**config.mk**
```make
export PLATFORM = sky130hd
export DESIGN_NAME = mprj_io_cfg_seq
export DESIGN_NICKNAME = d
export VERILOG_FILES = /design/src/rtl/mprj_io_cfg_pkg.sv /design/src/rtl/mprj_io_cfg_shreg.sv /design/src/rtl/mprj_io_cfg_seq.sv
export SDC_FILE = /design/constraint.sdc
export NUM_CORES = 1
export LEC_CHECK = 0
export CORE_MARGIN = 4
export CORE_UTILIZATION = 45
export DETAILED_ROUTE_END_ITERATION = 10
export PLACE_DENSITY = 0.67
export SLEW_MARGIN = 0
export SYNTH_ARGS = -nofsm -noshare
export SYNTH_HDL_FRONTEND = slang
export SYNTH_SLANG_ARGS = --single-unit
```
**constraint.sdc**
```tcl
create_clock -name clock -period 6.9 [get_ports clock]
set_input_delay 1.38 -clock clock [delete_from_list [all_inputs] [get_ports clock]]
set_output_delay 1.38 -clock clock [all_outputs]
set_load 0.01 [all_outputs]
```
**src/rtl/mprj_io_cfg_pkg.sv**
```systemverilog
// Shared types and constants for the MPRJ pad configuration sequencer.
package mprj_io_cfg_pkg;

  typedef enum logic [2:0] {
    SAFE,
    SHIFT,
    REN_UPD,
    SETTLE,
    OEN_UPD,
    ACTIVE
  } cfg_state_t;

  // Bit positions inside one pad's configuration field
  localparam int CFG_OE_BIT      = 0;
  localparam int CFG_PULLDIS_BIT = 1;

  // Pad control levels while in reset or SAFE: input with pull enabled
  localparam logic SAFE_OEN = 1'b1;
  localparam logic SAFE_REN = 1'b0;

endpackage

```
**src/rtl/mprj_io_cfg_shreg.sv**
```systemverilog
// Serial configuration chain with saturating bit counter and optional readback.
// Readback is built only when MPRJ_IO_CFG_READBACK_EN is defined.
module mprj_io_cfg_shreg #(
  parameter int SR_W  = 76,
  parameter int CNT_W = $clog2(SR_W + 1)
) (
  input  logic             clock,
  input  logic             resetb,
  input  logic             shift,
  input  logic             shift_data,
  input  logic             clr_cnt,
  output logic [SR_W-1:0]  sr_nxt,
  output logic [CNT_W-1:0] cnt_nxt,
  output logic             ser_out
);

  // Count one past a full chain so an over-long load is distinguishable
  localparam logic [CNT_W-1:0] CNT_MAX = CNT_W'(SR_W + 1);

  logic [SR_W-1:0]  sr_reg;
  logic [CNT_W-1:0] cnt_reg;

  always_comb begin
    sr_nxt  = sr_reg;
    cnt_nxt = cnt_reg;
    if (shift) begin
      sr_nxt = {shift_data, sr_reg[SR_W-1:1]};
      if (clr_cnt)
        cnt_nxt = CNT_W'(1);
      else if (cnt_reg != CNT_MAX)
        cnt_nxt = cnt_reg + 1'b1;
    end
  end

  always_ff @(posedge clock or negedge resetb) begin
    if (!resetb) begin
      sr_reg  <= '0;
      cnt_reg <= '0;
    end else begin
      sr_reg  <= sr_nxt;
      cnt_reg <= cnt_nxt;
    end
  end

`ifdef MPRJ_IO_CFG_READBACK_EN
  // Captures the bit leaving the chain, so a full pass reads back first-in-first-out
  logic ser_reg;

  always_ff @(posedge clock or negedge resetb) begin
    if (!resetb)
      ser_reg <= 1'b0;
    else if (shift)
      ser_reg <= sr_reg[0];
  end

  assign ser_out = ser_reg;
`else
  assign ser_out = 1'b0;
`endif

endmodule

```
**src/rtl/mprj_io_cfg_seq.sv**
```systemverilog
// Per-pad OEN/REN sequencer: applies a serially loaded config REN first, OEN after a settle delay.
// Define MPRJ_IO_CFG_READBACK_EN to enable chain readback on ser_out.
module mprj_io_cfg_seq
  import mprj_io_cfg_pkg::*;
#(
  parameter int NUM_IO     = 38,
  parameter int SETTLE_CYC = 16,
  parameter int CFG_BITS   = 2
) (
  input  logic              clock,
  input  logic              resetb,
  input  logic              shift_en,
  input  logic              shift_data,
  input  logic              apply,
  output logic              busy,
  output logic              cfg_done,
  output logic              cfg_err,
  output logic [NUM_IO-1:0] pad_oen,
  output logic [NUM_IO-1:0] pad_ren,
  output logic              ser_out
);

  localparam int SR_W  = CFG_BITS * NUM_IO;
  localparam int CNT_W = $clog2(SR_W + 1);
  localparam int SET_W = $clog2(SETTLE_CYC + 1);

  localparam logic [CNT_W-1:0] CNT_FULL  = CNT_W'(SR_W);
  localparam logic [SET_W-1:0] SET_START = SET_W'(SETTLE_CYC - 1);

  cfg_state_t        state_reg, state_next;
  logic [SET_W-1:0]  settle_reg, settle_next;
  logic [NUM_IO-1:0] pad_oen_reg, pad_oen_next;
  logic [NUM_IO-1:0] pad_ren_reg, pad_ren_next;
  logic              done_reg, done_next;
  logic              err_reg, err_next;

  logic              shift_ok;
  logic              clr_cnt;
  logic [SR_W-1:0]   sr_nxt;
  logic [CNT_W-1:0]  cnt_nxt;
  logic [NUM_IO-1:0] ren_tgt;
  logic [NUM_IO-1:0] oen_tgt;

  assign shift_ok = shift_en && (state_reg inside {SAFE, SHIFT, ACTIVE});
  assign clr_cnt  = shift_en && (state_reg inside {SAFE, ACTIVE});

  mprj_io_cfg_shreg #(
    .SR_W  (SR_W),
    .CNT_W (CNT_W)
  ) u_shreg (
    .clock      (clock),
    .resetb     (resetb),
    .shift      (shift_ok),
    .shift_data (shift_data),
    .clr_cnt    (clr_cnt),
    .sr_nxt     (sr_nxt),
    .cnt_nxt    (cnt_nxt),
    .ser_out    (ser_out)
  );

  // Targets come from the post-shift chain so a shift coinciding with apply is included;
  // once busy the chain is frozen, so the same view is valid for the later OEN step.
  genvar gi;
  generate
    for (gi = 0; gi < NUM_IO; gi++) begin : g_tgt
      assign ren_tgt[gi] = sr_nxt[CFG_BITS*gi + CFG_PULLDIS_BIT];
      assign oen_tgt[gi] = ~sr_nxt[CFG_BITS*gi + CFG_OE_BIT];
    end
  endgenerate

  always_comb begin
    state_next   = state_reg;
    settle_next  = settle_reg;
    pad_oen_next = pad_oen_reg;
    pad_ren_next = pad_ren_reg;
    done_next    = 1'b0;
    err_next     = apply && !(state_reg == SHIFT && cnt_nxt == CNT_FULL);

    // Pad registers update on the edge that enters REN_UPD / OEN_UPD
    case (state_reg)
      SAFE: begin
        if (shift_en) state_next = SHIFT;
      end
      SHIFT: begin
        if (apply && cnt_nxt == CNT_FULL) begin
          pad_ren_next = ren_tgt;
          state_next   = REN_UPD;
        end
      end
      REN_UPD: begin
        settle_next = SET_START;
        state_next  = SETTLE;
      end
      SETTLE: begin
        if (settle_reg == '0) begin
          pad_oen_next = oen_tgt;
          state_next   = OEN_UPD;
        end else begin
          settle_next = settle_reg - 1'b1;
        end
      end
      OEN_UPD: begin
        done_next  = 1'b1;
        state_next = ACTIVE;
      end
      ACTIVE: begin
        if (shift_en) state_next = SHIFT;
      end
      default: state_next = SAFE;
    endcase
  end

  always_ff @(posedge clock or negedge resetb) begin
    if (!resetb) begin
      state_reg   <= SAFE;
      settle_reg  <= '0;
      pad_oen_reg <= {NUM_IO{SAFE_OEN}};
      pad_ren_reg <= {NUM_IO{SAFE_REN}};
      done_reg    <= 1'b0;
      err_reg     <= 1'b0;
    end else begin
      state_reg   <= state_next;
      settle_reg  <= settle_next;
      pad_oen_reg <= pad_oen_next;
      pad_ren_reg <= pad_ren_next;
      done_reg    <= done_next;
      err_reg     <= err_next;
    end
  end

  assign busy     = state_reg inside {REN_UPD, SETTLE, OEN_UPD};
  assign cfg_done = done_reg;
  assign cfg_err  = err_reg;
  assign pad_oen  = pad_oen_reg;
  assign pad_ren  = pad_ren_reg;

endmodule
```
==> results.sh, run 1 <==
export IMPL_status="finished clean"
export IMPL_post_cts_setup_buffer_count=0
export IMPL_fin_crit_sh_pct=59.80
export IMPL_firstDrtPassIters=4
export IMPL_max_freq_mhz=242.4
export IMPL_clk_path_buf_depth=2
export IMPL_synth_seq_cells=169
export IMPL_peakVddDrop_uv=156.7
export IMPL_grt_pass1_vias=4692
export IMPL_drc=0
export IMPL_overflow=0
export IMPL_synthFlopType="dfrtp_1"
export IMPL_clock_power_share_pct=39.4
export IMPL_nFillCells=1275
export IMPL_final_seq_area_mm2=0.004277
export IMPL_ios=85
export IMPL_diodes=0
export IMPL_gp_routability_congestion=0.9230
export IMPL_arrival_ns=4.43
export IMPL_critPathCaptureType="register"
export IMPL_dp_hpwl_um=8674
export IMPL_core_area_mm2=0.01475
export IMPL_synth_edf_count=0
export IMPL_fin_tns_setup_ns=0
export IMPL_dieArea_mm2=0.01728
export IMPL_syn2layout_area_growth_pct=21.17
export IMPL_wl_per_cell_um=14.82
export IMPL_largest_register_ffs=76
export IMPL_worst_path_dominant_cell_family="buffers and inverters"
export IMPL_avgSynthCellArea_um2=10.64
export IMPL_cts_sinks=169
export IMPL_htree_levels=4
export IMPL_syn_area_mm2=0.006860
export IMPL_cts_made_buffers=17
export IMPL_cts_tree="yes"
export IMPL_cp_cell_sequence="clkdlybuf4s50_1, nand2b_4, nor2_4, buf_4, a21oi_1, nand4b_4, and4bb_4, mux2_1"
export IMPL_avgViaCountPerCell=5.072
export IMPL_die_y_um=131.5
export IMPL_grt_pass1_wl_um=23120
export IMPL_hold_class="register to register"
export IMPL_power_switching_uw=546.7
export IMPL_insertion_delay_ns=0.42
export IMPL_synth_nets=654
export IMPL_finalSetupViolCount=0
export IMPL_clockRootBuffer="clkbuf_16"
export IMPL_start_util_pct=46.50
export IMPL_drtAntennaViolNets=0
export IMPL_yosysUniqueCellTypes=53
export IMPL_hold_violations=0
export IMPL_synth_warning_count=0
export IMPL_grt_max_degree=98
export IMPL_max_cap_violations=0
export IMPL_seqPwrFrac_pct=50.7
export IMPL_fin_skew_ns=0.007313
export IMPL_postLayoutCoreUtil_pct=56.34
export IMPL_crit_required_ns=7.20
export IMPL_p_int_mw=1.637
export IMPL_worst_path_max_fanout=63
export IMPL_rsz0062_at_grt="no"
export IMPL_synth_largest_area_cell="dfrtp_1"
export IMPL_synthTopCellsByArea="dfrtp_1 (48%), nand2_1 (15%), dfstp_2 (15%)"
export IMPL_netlist_area_leader_share_pct=47.78
export IMPL_p_per_area_mw_per_mm2=262.7
export IMPL_postCtsHoldBufs=0
export IMPL_crit_slowest_cell="buf_4"
export IMPL_pwr_share_comb_pct=9.9
export IMPL_port_buffers=83
export IMPL_critPathKind="input port to register"
export IMPL_period_minus_slack_ns=4.126
export IMPL_max_slew_margin_rel_pct=41.84
export IMPL_worst_slew_pin_slew_ns=0.8723
export IMPL_clk_pin_slew_worst_paths_ns=0.06
export IMPL_yosysSeqAreaShare_pct=62.34
export IMPL_finalMaxSlewViolations=0
export IMPL_p_leak_nw=4.240
export IMPL_finalWirelength_um=13550
export IMPL_p_sw_share_pct=25.03
export IMPL_antenna_found_initial=0
export IMPL_multiInputGateArea_mm2=0.002379
export IMPL_grt_usage_pct=16.32
export IMPL_cts_repair_resized=0
export IMPL_vias=4636
export IMPL_path_buf_inv=2
export IMPL_drive_above_1_share_pct=15.21
export IMPL_nets=726
export IMPL_core_rowCount=44
export IMPL_cpPeakStageDelay_ns=0.64
export IMPL_ys_async_sr_fraction_pct=100.0
export IMPL_startpoint_type="input port"
export IMPL_first_iter_violations=386
export IMPL_netlist_instances=645
export IMPL_chipWidth_um=131.5
Yosys cell counts (all sizes together), types with 2 or more instances:
cell,number
nand2,280
dfrtp,131
o21ai,48
mux2,40
dfstp,38
clkbuf,20
buf,15
nor2,9
a21oi,5
inv,5
nand2b,5
ha,4
nand3,4
nor2b,4
and4bb,3
a21o,2
a22o,2
a22oi,2
a31oi,2
and3,2
nand4,2
nand4b,2
o41a,2
per-layer routing:
layer / share of wire [%] / GRT usage (%) / up-vias
met4: 2.0 / 7.060 / 0
met5: 0 / 0 / -
li1: - / - / 2250
met1: 46 / 21.33 / 2249
met2: 47 / 25.79 / 115
met3: 4.5 / 4.396 / 22
per-stage QoR:
stage / total power [mW] / setup WS (ns) / hold slack, ns / std cells / cell area, um^2
global route: 2.281 / 2.554 / 0.4928 / 914 / 8313
finish: 2.184 / 2.774 / 0.4783 / 914 / 8313
floorplan: 1.257 / 3.711 / 0.4361 / 645 / 6860
CTS: 2.207 / 2.766 / 0.4832 / 914 / 8313
global placement: 1.326 / 2.441 / 0.4660 / 882 / 7774
detailed placement: 1.338 / 2.317 / 0.4739 / 882 / 7774
layout by cell type, fill, tap and decap left out, types with 4 or more instances in the layout:
master           count
o21ai_0             48
inv_1                5
nor2b_1              4
clkbuf_8             4
nand2_1            279
clkbuf_16           17
mux2_2              10
mux2_4              20
buf_4                5
mux2_1              10
dfrtp_1            131
nor2_1               8
nand2b_1             4
ha_1                 4
clkdlybuf4s50_1     82
clkinvlp_4           4
a21oi_1              5
dfstp_2             38
clkbuf_1             5
worst register-to-register path, delay by kind of cell, from the launching register on:
kind / cells / cell delay (ns)
buffers and inverters: 1 / 0.36
multiplexers: 1 / 0.44
AND/OR/NAND/NOR: 4 / 1.53
flip-flops: 1 / 0.57
AO/OA/AOI/OAI: 1 / 0.39
layout make-up:
class | count | area share [%]
clock buffer | 26 | 6.005
clock inverter | 6 | 0.4816
inverter | 5 | 0.2258
multi-input combinational | 436 | 28.61
sequential | 169 | 51.44
tap | 184 | 2.769
timing repair buffer | 88 | 10.46
power groups by stage:
| stage | logic, mW | registers (mW) | clock network (mW) |
|---|---|---|---|
| final | 0.215 | 1.11 | 0.861 |
| after global routing | 0.243 | 1.12 | 0.923 |
| after CTS | 0.217 | 1.11 | 0.884 |
| after detailed placement | 0.216 | 1.12 | 0 |
| after global placement | 0.207 | 1.12 | 0 |
| after floorplan | 0.153 | 1.10 | 0 |
final timing paths:
path | from | end | slack (ns) | cells after the start
min in group asynchronous | resetb | cfg_done$_DFF_PN0_ | 1.04 | 1
min | pad_oen[37]$_DFFE_PN1P_ | pad_oen[37]$_DFFE_PN1P_ | 0.48 | 2
max | shift_en | pad_ren[14]$_DFFE_PN0P_ | 2.77 | 8
max reg2reg | state_reg[0]$_DFFE_PN0P_ | pad_ren[37]$_DFFE_PN0P_ | 3.48 | 7
max in group asynchronous | resetb | u_shreg.sr_reg[47]$_DFF_PN0_ | 4.47 | 2
min reg2reg | pad_oen[37]$_DFFE_PN1P_ | pad_oen[37]$_DFFE_PN1P_ | 0.48 | 2
kinds of logic (layout without fill, tap and decap cells):
logic type | after synthesis | count (layout) | synth area share [%]
AO/OA/AOI/OAI | 71 | 71 | 6.292
XOR/XNOR | 1 | 1 | 0.1277
adder cells (fa/ha/maj) | 4 | 4 | 0.7296
buffers and inverters | 40 | 125 | 3.210
flip-flops | 169 | 169 | 62.34
multiplexers | 41 | 41 | 7.806
other | 1 | 1 | 0.05466
AND/OR/NAND/NOR | 318 | 318 | 19.44
(Power assumes the default switching activity.)
==> run 2, diff against run 1 <==
--- a/config.mk
+++ b/config.mk
@@ -8,7 +8,7 @@
 export CORE_MARGIN = 4
 export CORE_UTILIZATION = 45
 export DETAILED_ROUTE_END_ITERATION = 10
-export PLACE_DENSITY = 0.67
+export PLACE_DENSITY = 0.69
 export SLEW_MARGIN = 0
 export SYNTH_ARGS = -nofsm -noshare
 export SYNTH_HDL_FRONTEND = slang
==> constraint.sdc (replaced) <==
create_clock -name clock -period 3.3 [get_ports clock]
set_input_delay 0.66 -clock clock [delete_from_list [all_inputs] [get_ports clock]]
set_output_delay 0.66 -clock clock [all_outputs]
set_load 0.01 [all_outputs]
==> run 2 against run 1 <==
Net effect: critical path type is now register to register; register-to-register slack got worse by 3.1 ns; global-route usage up 0.70 points; critical endpoint is now pad_ren[0]$_DFFE_PN0P_; via count grew 1.9%; setup slack worse by 2.4 ns; core utilization rose by 0.98 points; critical path depth did not move; largest cell class unchanged; die area stayed put; total power grew 120%; highest routed layer unchanged; final area rose by 1.7%; count of clock-buffer cells in the layout fell by 6.
==> results.sh, run 2 (same netlist as run 1, synthesis figures left out) <==
export IMPL_status="finished clean"
export IMPL_chipWidth_um=131.5
export IMPL_grt_pass1_vias=4859
export IMPL_pwr_share_comb_pct=9.9
export IMPL_dp_hpwl_um=9252
export IMPL_layout_common_cells="nand2_1 (279), dfrtp_1 (131), clkdlybuf4s50_1 (82), o21ai_0 (48), dfstp_2 (38)"
export IMPL_path_buf_inv=1
export IMPL_final_seq_area_mm2=0.004277
export IMPL_wl_per_cell_um=15.39
export IMPL_diodes=0
export IMPL_worst_slew_pin_slew_ns=0.8226
export IMPL_fin_skew_ns=0.008370
export IMPL_insertion_delay_ns=0.42
export IMPL_dieArea_mm2=0.01728
export IMPL_grt_max_degree=88
export IMPL_first_iter_violations=327
export IMPL_p_int_mw=3.479
export IMPL_cp_cell_sequence="ha_1, nand3_1, o41a_1, a31oi_4, nand4b_4, and4bb_4, buf_12, mux2_2"
export IMPL_crit_required_ns=3.60
export IMPL_nets=734
export IMPL_reg2reg_from="u_shreg.cnt_reg[0]$_DFF_PN0_"
export IMPL_core_rowCount=44
export IMPL_cts_tree="yes"
export IMPL_r2r_slack_ns=0.35
export IMPL_drive_above_1_share_pct=16.67
export IMPL_syn2layout_area_growth_pct=23.27
export IMPL_worst_path_dominant_cell_family="simple AND/OR/NAND/NOR gates"
export IMPL_rsz0062_at_grt="no"
export IMPL_multiInputGateArea_mm2=0.002379
export IMPL_worst_path_max_fanout=20
export IMPL_ios=85
export IMPL_overflow=0
export IMPL_largest_register_ffs=76
export IMPL_die_y_um=131.5
export IMPL_hold_violations=0
export IMPL_critPathKind="register to register"
export IMPL_p_per_area_mw_per_mm2=556.2
export IMPL_whs_ns=0.2824
export IMPL_nFillCells=1234
export IMPL_drc=0
export IMPL_finalSetupViolCount=0
export IMPL_period_minus_slack_ns=2.953
export IMPL_port_buffers=83
export IMPL_clk_pin_slew_worst_paths_ns=0.06
export IMPL_avgViaCountPerCell=5.125
export IMPL_finalWirelength_um=14190
export IMPL_startpoint_type="register"
export IMPL_dp_cells=890
export IMPL_finalMaxSlewViolations=0
export IMPL_p_leak_nw=4.326
export IMPL_stdcell_count=922
export IMPL_grt_pass1_wl_um=24210
export IMPL_fin_tns_setup_ns=0
export IMPL_final_area_mm2=0.008457
export IMPL_gp_routability_congestion=0.8318
export IMPL_antenna_found_initial=0
export IMPL_core_area_mm2=0.01475
export IMPL_max_cap_violations=0
export IMPL_power_switching_mw=1.225
export IMPL_cts_sinks=169
export IMPL_layout_commonest_cell="nand2_1"
export IMPL_firstDrtPassIters=6
export IMPL_htree_levels=4
export IMPL_hold_class="input port to asynchronous set/reset pin"
export IMPL_p_sw_share_pct=26.05
export IMPL_crit_slowest_cell="dfrtp_1"
export IMPL_drtAntennaViolNets=0
export IMPL_r2r_cells=8
export IMPL_cpPeakStageDelay_ns=0.52
export IMPL_arrival_ns=3.25
export IMPL_critPathCaptureType="register"
export IMPL_vias=4725
export IMPL_grt_usage_pct=17.01
export IMPL_seqPwrFrac_pct=49.3
export IMPL_fin_crit_sh_pct=89.47
export IMPL_cts_repair_resized=0
export IMPL_start_util_pct=46.50
export IMPL_max_freq_mhz=338.7
export IMPL_post_cts_setup_buffer_count=0
export IMPL_clock_power_share_pct=40.7
export IMPL_cts_made_buffers=17
export IMPL_post_dp_cell_area_mm2=0.007884
export IMPL_peakVddDrop_uv=374.4
export IMPL_max_slew_margin_rel_pct=45.16
export IMPL_clk_path_buf_depth=2
export IMPL_clockRootBuffer="clkbuf_16"
export IMPL_r2r_end="pad_ren[0]$_DFFE_PN0P_"
export IMPL_postCtsHoldBufs=0
## run 2: cell count changes in the layout (fill, tap and decap cells not counted), moves of 3 or more
| cell | change |
|---|---|
| buf_4 | +4 |
| buf_12 | +4 |
| clkinvlp_4 | -3 |
| clkbuf_1 | -4 |
| clkinv_4 | +4 |
## run 2: worst max-delay path by stage
stage	from	endpoint	slack [ns]	depth (start not counted)
6_report	u_shreg.cnt_reg[0]$_DFF_PN0_	pad_ren[0]$_DFFE_PN0P_	0.35	8
5_1_grt	u_shreg.cnt_reg[0]$_DFF_PN0_	pad_ren[0]$_DFFE_PN0P_	0.24	8
4_1_cts	u_shreg.cnt_reg[0]$_DFF_PN0_	pad_ren[0]$_DFFE_PN0P_	0.38	8
3_5_place_dp	shift_en	pad_ren[0]$_DFFE_PN0P_	0.08	8
3_3_place_gp	shift_en	pad_ren[0]$_DFFE_PN0P_	0.16	8
2_1_floorplan	u_shreg.cnt_reg[0]$_DFF_PN0_	pad_ren[17]$_DFFE_PN0P_	0.71	9
## run 2: power by group through the flow
stage | combinational, mW | clock [mW] | sequential [mW]
final | 0.468 | 1.92 | 2.32
after global routing | 0.522 | 2.06 | 2.33
after CTS | 0.471 | 1.96 | 2.31
after detailed placement | 0.469 | 0 | 2.35
after global placement | 0.444 | 0 | 2.34
after floorplan | 0.320 | 0 | 2.31
## run 2: final cells by class
| type | instances | area share, % |
|---|---|---|
| timing repair buffer | 96 | 11.58 |
| sequential | 169 | 50.57 |
| clock inverter | 12 | 1.376 |
| multi-input combinational | 436 | 28.13 |
| tap | 184 | 2.722 |
| inverter | 5 | 0.2219 |
| clock buffer | 20 | 5.400 |
## run 2: stage by stage
| step | power, mW | worst slack, ns | util (%) |
|---|---|---|---|
| final | 4.704 | 0.3475 | 57.32 |
| after global routing | 4.919 | 0.2450 | 57.32 |
| after CTS | 4.743 | 0.3835 | 57.32 |
| after detailed placement | 2.816 | 0.08066 | 53.43 |
| after global placement | 2.783 | 0.1590 | 53.43 |
| after floorplan | 2.629 | 0.7144 | - |
## run 2: per-layer routing
layer,GRT usage [%],vias up,part of all wire [%]
li1,-,2257,-
met1,21.38,2326,44
met2,28.68,117,49
met3,4.664,25,5.3
met4,5.601,0,1.3
met5,0,-,0
